### src/rtl/parking_gate_sequencer.sv
// parking_gate_sequencer: round-robin sequencing of one barrier gate across four lanes
// with request latching, open/pass/close phases and free-space counters for both pools.
module parking_gate_sequencer #(
  parameter int N_CAP     = 20,
  parameter int H_CAP     = 5,
  parameter int OPEN_CYC  = 4,
  parameter int CLOSE_CYC = 4,
  parameter int PASS_TMO  = 16,
  parameter int TMR_W     = 16
) (
  input  logic       clk,
  input  logic       reset,
  input  logic       req_n_in,
  input  logic       req_n_out,
  input  logic       req_h_in,
  input  logic       req_h_out,
  input  logic       pass_beam,
  output logic [4:0] n_free,
  output logic [2:0] h_free,
  output logic       n_full,
  output logic       h_full,
  output logic       gate_open,
  output logic       gate_close,
  output logic       busy,
  output logic [1:0] grant_id,
  output logic       served,
  output logic       reject,
  output logic       timeout
);
  typedef enum logic [1:0] {IDLE, OPENING, WAIT_PASS, CLOSING} state_t;
  localparam logic [4:0] N_CAP5 = 5'(N_CAP);
  localparam logic [2:0] H_CAP3 = 3'(H_CAP);
  localparam logic [TMR_W-1:0] OPEN_LAST  = TMR_W'(OPEN_CYC - 1);
  localparam logic [TMR_W-1:0] CLOSE_LAST = TMR_W'(CLOSE_CYC - 1);
  localparam logic [TMR_W-1:0] TMO_LAST   = TMR_W'(PASS_TMO - 1);
  state_t           state_q;
  logic [TMR_W-1:0] timer_q;
  logic [3:0]       pending_q, pending_d, req, elig, gnt_oh;
  logic [1:0]       rr_ptr_q, grant_id_q, gnt;
  logic [4:0]       n_free_q, n_free_d;
  logic [2:0]       h_free_q, h_free_d;
  logic             found, pass_ev;
  logic             gate_open_q, gate_close_q, served_q, reject_q, timeout_q;
  always_comb begin
    req = {req_h_out, req_h_in, req_n_out, req_n_in};
    elig = {h_free_q != H_CAP3, h_free_q != '0, n_free_q != N_CAP5, n_free_q != '0};
    gnt = rr_ptr_q;
    found = 1'b0;
    for (int k = 0; k < 4; k++) begin
      if (!found && pending_q[rr_ptr_q + 2'(k)]) begin
        found = 1'b1;
        gnt = rr_ptr_q + 2'(k);
      end
    end
    gnt_oh = (state_q == IDLE && found) ? 4'b0001 << gnt : 4'b0000;
    // a fresh pulse on the lane being granted keeps its pending bit set
    pending_d = (pending_q & ~gnt_oh) | (req & elig);
    pass_ev = (state_q == WAIT_PASS) && pass_beam;
    n_free_d = !pass_ev ? n_free_q :
               (grant_id_q == 2'd0 && n_free_q != '0)     ? n_free_q - 5'd1 :
               (grant_id_q == 2'd1 && n_free_q != N_CAP5) ? n_free_q + 5'd1 : n_free_q;
    h_free_d = !pass_ev ? h_free_q :
               (grant_id_q == 2'd2 && h_free_q != '0)     ? h_free_q - 3'd1 :
               (grant_id_q == 2'd3 && h_free_q != H_CAP3) ? h_free_q + 3'd1 : h_free_q;
  end
  always_ff @(posedge clk or posedge reset) begin
    if (reset) begin
      state_q      <= IDLE;
      timer_q      <= '0;
      pending_q    <= '0;
      rr_ptr_q     <= '0;
      grant_id_q   <= '0;
      n_free_q     <= N_CAP5;
      h_free_q     <= H_CAP3;
      gate_open_q  <= 1'b0;
      gate_close_q <= 1'b0;
      served_q     <= 1'b0;
      reject_q     <= 1'b0;
      timeout_q    <= 1'b0;
    end else begin
      pending_q <= pending_d;
      n_free_q  <= n_free_d;
      h_free_q  <= h_free_d;
      reject_q  <= |(req & ~elig);
      served_q  <= 1'b0;
      timeout_q <= 1'b0;
      case (state_q)
        IDLE: if (found) begin
          state_q     <= OPENING;
          grant_id_q  <= gnt;
          rr_ptr_q    <= gnt + 2'd1;
          timer_q     <= '0;
          gate_open_q <= 1'b1;
        end
        OPENING: if (timer_q == OPEN_LAST) begin
          state_q     <= WAIT_PASS;
          timer_q     <= '0;
          gate_open_q <= 1'b0;
        end else timer_q <= timer_q + 1'b1;
        WAIT_PASS: if (pass_beam || timer_q == TMO_LAST) begin
          state_q      <= CLOSING;
          timer_q      <= '0;
          gate_close_q <= 1'b1;
          served_q     <= pass_beam;
          timeout_q    <= !pass_beam;
        end else timer_q <= timer_q + 1'b1;
        CLOSING: if (timer_q == CLOSE_LAST) begin
          state_q      <= IDLE;
          timer_q      <= '0;
          gate_close_q <= 1'b0;
        end else timer_q <= timer_q + 1'b1;
      endcase
    end
  end
  assign n_free     = n_free_q;
  assign h_free     = h_free_q;
  assign n_full     = n_free_q == '0;
  assign h_full     = h_free_q == '0;
  assign gate_open  = gate_open_q;
  assign gate_close = gate_close_q;
  assign busy       = state_q != IDLE;
  assign grant_id   = grant_id_q;
  assign served     = served_q;
  assign reject     = reject_q;
  assign timeout    = timeout_q;
endmodule

### config.mk
export PLATFORM = sky130hd
export DESIGN_NAME = parking_gate_sequencer
export DESIGN_NICKNAME = d
export VERILOG_FILES = /design/src/rtl/parking_gate_sequencer.sv
export SDC_FILE = /design/constraint.sdc
export NUM_CORES = 1
export LEC_CHECK = 0
export BUFFER_PORTS_ARGS = -buffer_cell sky130_fd_sc_hd__buf_2
export CAP_MARGIN = 20
export CORE_MARGIN = 4
export CORE_UTILIZATION = 39
export CTS_CLUSTER_DIAMETER = 80
export DETAILED_ROUTE_END_ITERATION = 16
export PLACE_DENSITY = 0.62
export REMOVE_ABC_BUFFERS = 1
export SETUP_SLACK_MARGIN = 0.15
export SYNTH_ARGS = -nofsm -noshare
export SYNTH_HDL_FRONTEND = slang
export SYNTH_SLANG_ARGS = --single-unit
### constraint.sdc
create_clock -name clk -period 3.48 [get_ports clk]
set_input_delay 0.696 -clock clk [delete_from_list [all_inputs] [get_ports clk]]
set_output_delay 0.696 -clock clk [all_outputs]
set_load 0.02 [all_outputs]
==> qor.txt, run 1 <==
First DRT Iteration DRCs - 80
RSZ-0062 raised after global routing - false
Peak fanout along the critical path - 10
Clock-pin slew on the worst setup and hold paths - 0.08 ns
Max transition margin - 47.3%
Die height - 85.8 µm
H-tree Lvls - 2
Full die area - 7370 µm²
Required time worst endpoint - 2.78 ns
Vias - 1899
P_leak - 0.00120 µW
Dominant cells by area after synthesis - dfrtp_1 (37%), ha_1 (5.8%), nand2_1 (4.6%), a31oi_1 (4.5%), dfstp_2 (4.4%)
CP max stage delay - 0.47 ns
Slowest stage cell, crit path - dfrtp_1
Worst Path Buf+Inv - 1
Synth Warn # - 0
Worst-Skew Late Latency - 0.29 ns
FFs w/ async S/R, synth - 100%
DR WL/cell - 13.8 µm
Clk buf depth - 2
Top-area cell type share of the netlist area - 37.1%
Power per cell area - 826 nW/µm²
Diode count - 0
Layout cells sized above 1 - 18.9%
Total GRT Usage - 14.2%
Max-cap violations - 0
# Post-CTS Setup Buffers - 0
Critical Path Start Type - register
Worst Hold Class - reg -> reg
Fin. Hold Viols - 0
Seq cells post-synth - 39
Final HPWL DP - 3440 µm
Row cnt - 28
GRT overflow - 0
Maximum VDD drop - 0.331 mV
Port bufs - 24
Ys flop type - dfrtp_1
Post_cts resized - 0
Period utilization - 69.3%
Post-route ant nets - 0
EDFF count, synth - 0
1st-pass router iterations - 4
Global-route wire length before repair - 8530 µm
Synth Cell Area - 2360 µm²
Core area - 5890 µm²
Avg Inst Size Synth - 9.20 µm²
Placer Congestion - 0.784
Largest net degree at the start of global routing - 40
Clk sink count - 39
CTS Root Cell - clkbuf_8
Via density per instance - 5.33
Arrival time at the worst endpoint - 1.72 ns
CTS Hold Bufs - 0
Skew final - 0.00324 ns
Reg2reg end - timer_q[14]
Crit path max-delay family - simple AND/OR/NAND/NOR gates
Slew @ Worst Pin - 0.784 ns
Hold EP - h_free[2]
TritonCTS clock tree - yes
RR Startpoint - timer_q[1]
Final Critical Period - 2.41 ns
WHS Path Cells - 1
Detailed Route WL - 4910 µm
Initial antenna violation count - 0
Die width - 85.8 µm
Ports - 25
Max Clk Rate - 414 MHz
Final #Nets - 299
CP cell instances - or3_1, nor3_1, buf_2
Residual DRC count - 0
Outcome - finished clean
R2r worst-path depth - 7
Critical path class - reg -> out
CTS buffer count - 5
Synth Instances - 257
Hold_sp - h_free[2]
Setup tns final - 0 ns
Final Power - 2180 µW
Setup slack, reg-to-reg - 1.11 ns
Yosys cell types - 48
Post-synthesis sequential area ratio - 41.5%
Vias in the first global route - 1782
Leading area contributor after synthesis - dfrtp_1
Final Max Tran Viols - 0
Initial Utilization - 40.2%
Area grow syn2layout - 11.5%
Final Setup Violations - 0
Critical Path Sink Type - output port
[worst max path at each step]
| stage | start | endpoint | slack, ns | depth (start not counted) |
|---|---|---|---|---|
| 2_1_floorplan | pass_beam | timer_q[12] | 1.19 | 4 |
| 3_3_place_gp | timer_q[0] | timer_q[14] | 1.20 | 7 |
| 3_5_place_dp | timer_q[7] | timer_q[14] | 1.12 | 6 |
| 4_1_cts | n_free[1] | n_full | 1.07 | 3 |
| 5_1_grt | n_free[1] | n_full | 0.98 | 3 |
| 6_report | n_free[1] | n_full | 1.07 | 3 |
[through the flow]
stage | utilization, % | worst slack (ns) | instance area [µm²] | std cells | hold WS, ns
global route | 44.8 | 0.976 | 2640 | 356 | 0.513
detailed placement | 43.4 | 1.12 | 2550 | 348 | 0.492
finish | 44.8 | 1.07 | 2640 | 356 | 0.503
CTS | 44.8 | 1.07 | 2640 | 356 | 0.504
floorplan | - | 1.19 | 2310 | 245 | 0.467
global placement | 43.4 | 1.20 | 2550 | 348 | 0.489
[layout by cell type (no fill, tap or decap), drive strengths merged, types with 6 or more instances in the layout]
| cell | n |
|---|---|
| inv | 17 |
| nand2 | 29 |
| nor3 | 8 |
| dfrtp | 35 |
| o21ai | 13 |
| nand2b | 6 |
| a21oi | 13 |
| nor2 | 15 |
| ha | 11 |
| buf | 28 |
| a31oi | 17 |
| nand3 | 10 |
[synth_stat cells (all sizes together), types with 6 or more instances]
cell     n
a21oi   13
a31oi   17
clkbuf   8
dfrtp   35
ha      11
inv     17
nand2   29
nand2b   6
nand3   10
nor2    15
nor3     8
o21ai   13
[registers in the layout (all words and copies together) (netlist names), 2 cells and up]
name and cells:
state_q 2, h_free 3, pending_q 4, timer_q 16, n_free 5, grant_id 2, rr_ptr_q 2
[layout make-up]
cell class / count / area (µm²)
flip-flops and latches: 39 / 981
clock inverters: 3 / 15.0
repair buffers: 28 / 150
fillers: 607 / 3250
well taps: 75 / 93.8
multi-input cells: 189 / 1260
inverters: 17 / 63.8
clock buffers: 5 / 68.8
[cell families after synthesis]
kind of cell,count (synthesis),share of synthesized area [%]
flip-flops,39,41.5
multiplexers,7,3.23
AO/OA/AOI/OAI,67,18.8
adder cells (fa/ha/maj),12,6.67
XOR/XNOR,8,2.96
buffers and inverters,29,5.03
AND/OR/NAND/NOR,95,21.8
[layer usage]
| metal | wire length [µm] | global-route usage, % | up-vias |
|---|---|---|---|
| met5 | 0 | 0 | - |
| met4 | 14 | 4.32 | 0 |
| met3 | 126 | 2.59 | 3 |
| met2 | 2260 | 22.1 | 21 |
| met1 | 2510 | 20.0 | 906 |
| li1 | - | - | 969 |
[worst register-to-register path: cells and delay by family, from the launching register on]
family          cells  cell delay (ns)
flops               1             0.40
compound gates      2             0.39
buf+inv             1             0.24
simple gates        3             0.94
fa+ha+maj           1             0.27
[power breakdown]
group,switching [µW],leakage (µW),total (µW),internal (µW)
clock network,166,0.0000477,303,137
registers,197,0.000477,796,599
logic,638,0.000673,1080,441
total,1000,0.00120,2180,1180
Note: power is estimated with default switching activity, not from simulation.
==> run 2: changes to the inputs <==
- PLACE_DENSITY: 0.62 -> 0.64
- clock period: 3.48 -> 2.2 ns (I/O delays scaled with it)
==> run 2 against run 1 <==
Net effect: via count is 11% higher; critical path depth is 2 higher; combinational power grew to 2.5 times the previous value; first-iteration DRC count is 15% lower; clock skew is 0.0028 ns higher; sequential share of layout area is 6.6 points lower; power is 100% higher; final cell count is 12% higher; clock power is 77% higher.
==> qor.txt, run 2 (same netlist as run 1, synthesis figures left out) <==
Number of flip-flops in the largest register - 16 (unchanged)
Max-cap violations - 0 (unchanged)
Final Max Tran Viols - 0 (unchanged)
Die height - 85.8 µm (unchanged)
Final Critical Period - 2.19 ns
Critical Path Start Type - register
Die width - 85.8 µm (unchanged)
First DRT Iteration DRCs - 68 (-15%)
Post-Layout Cell Count - 397 (+12%)
Pre-CTS WS - 0.0600 ns (-1.06 ns)
CP max stage delay - 0.58 ns (+0.11 ns)
Core area - 5890 µm² (unchanged)
Initial antenna violation count - 0 (unchanged)
Max Clk Rate - 458 MHz
Via density per instance - 5.31 (-0.36%)
RR Startpoint - timer_q[10]
Slowest stage cell, crit path - or4_4
Worst Hold Class - in -> async
P_leak - 0.00148 µW (+24%)
Final #Nets - 340 (+14%)
Maximum VDD drop - 0.604 mV (+82%)
RSZ-0062 raised after global routing - true
Required time worst endpoint - 2.38 ns (-0.40 ns)
Setup tns final - 0 ns (unchanged)
Worst Path Buf+Inv - 0 (-1)
Full die area - 7370 µm² (unchanged)
Largest net degree at the start of global routing - 40 (unchanged)
Port bufs - 24 (unchanged)
CP cell instances - or4_4, nor4_4, o32ai_4, and3_1, a221o_1
CTS buffer count - 5 (unchanged)
Peak fanout along the critical path - 8 (-2)
Fin Hold WS - 0.258 ns (-0.246 ns)
Arrival time at the worst endpoint - 2.36 ns (+0.64 ns)
Row cnt - 28 (unchanged)
Placer Congestion - 0.760 (-3.0%)
Commonest non-fill, non-tap cell in the layout - buf_4
Global-route wire length before repair - 9410 µm (+10%)
TritonCTS clock tree - yes
Period utilization - 99.3%
Diode count - 0 (unchanged)
Layout cells sized above 1 - 37.3% (+18 points)
DR WL/cell - 14.5 µm (+5.2%)
Most frequent cells in the layout - buf_4 (40), dfrtp_1 (35), nand2_1 (27), buf_2 (23), inv_1 (17)
Ports - 25 (unchanged)
Vias - 2110 (+11%)
Critical path class - reg -> reg
Clk buf depth - 2 (unchanged)
Final HPWL DP - 3880 µm (+13%)
Largest Register - timer_q
Worst-Skew Late Latency - 0.29 ns (about the same)
Area grow syn2layout - 35.5%
Slew @ Worst Pin - 0.654 ns (-0.130 ns)
Final Setup Violations - 0 (unchanged)
Max transition margin - 56.4% (+9.1 points)
Clk sink count - 39 (unchanged)
Power per cell area - 1370 nW/µm² (+66%)
Skew final - 0.00607 ns (+0.00282 ns)
GRT overflow - 0 (unchanged)
Detailed Route WL - 5760 µm (+17%)
Outcome - finished clean
CTS Root Cell - clkbuf_8
Crit path launch - timer_q[10]
Crit path max-delay family - simple AND/OR/NAND/NOR gates
Final WS setup - 0.0148 ns (-1.05 ns)
Dpl cells - 380 (+9.2%)
Initial Utilization - 40.2% (unchanged)
Critical Path Sink Type - register
Total GRT Usage - 15.9% (+1.7 points)
H-tree Lvls - 2 (unchanged)
1st-pass router iterations - 4 (unchanged)
Post-route ant nets - 0 (unchanged)
Clock-pin slew on the worst setup and hold paths - 0.08 ns (about the same)
Vias in the first global route - 2001 (+12%)
Residual DRC count - 0 (unchanged)
Fin. Hold Viols - 0 (unchanged)
[run 2: cell count changes in the layout (fill, tap and decap cells not counted), moves of 3 or more]
cell      before  now
a31oi_1       17   13
mux2_4         0    3
clkinv_2       3    0
nor2_1        15   12
a21oi_2        0    5
a21oi_1       13    8
buf_6          0    4
a31oi_4        0    3
buf_4          4   40
[run 2: final timing paths]
path                                     end  slack (ns)  cells after the start
min in group clk                pending_q[2]        0.39                      2
worst min-delay path             rr_ptr_q[1]        0.26                      3
worst max register to register   timer_q[14]        0.01                      5
max in group asynchronous          n_free[2]        1.58                      3
worst min register to register     h_free[2]        0.51                      1
worst max-delay path             timer_q[14]        0.01                      5
[run 2: routing by layer]
layer | global-route usage (%) | share of wire, % | up-vias
li1 | - | - | 1055
met1 | 20.9 | 46 | 1017
met2 | 26.6 | 49 | 30
met3 | 3.17 | 3.2 | 8
met4 | 4.75 | 1.4 | 0
met5 | 0 | 0 | -
[run 2: final cells by class]
type	count	area [µm²]
timing repair buffer	69	508
clock buffer	8	100
fill	532	2680
inverter	17	63.8
multi-input combinational	189	1460
tap	75	93.8
sequential	39	981
[run 2: worst reg2reg max path, stage by stage (launching register included)]
cell and delay (ns):
dfrtp_1 0.39, or4_4 0.58, nor4_4 0.39, o32ai_4 0.22, and3_1 0.23, a221o_1 0.26
[run 2: what timing repair did]
action                                  4_1_cts  5_1_grt
hold buffers                                  0        0
endpoints found under the setup margin       18       24
resized for setup                            20       24
pin swaps                                    18       12
endpoints found under the hold margin         0        0
buffers inserted                              7        1
gates cloned                                  1        0
[run 2: metrics by stage]
stage / area [µm²] / power [µW] / utilization (%)
after floorplan: 2310 / 2510 / -
after global placement: 2810 / 3250 / 47.7
after detailed placement: 2810 / 3310 / 47.7
after CTS: 3070 / 4220 / 52.2
after global routing: 3200 / 4720 / 54.4
final: 3200 / 4380 / 54.4
[run 2: where the power goes]
part,internal [µW],switching [µW]
registers,946,181
logic,1280,1440
clock network,286,249
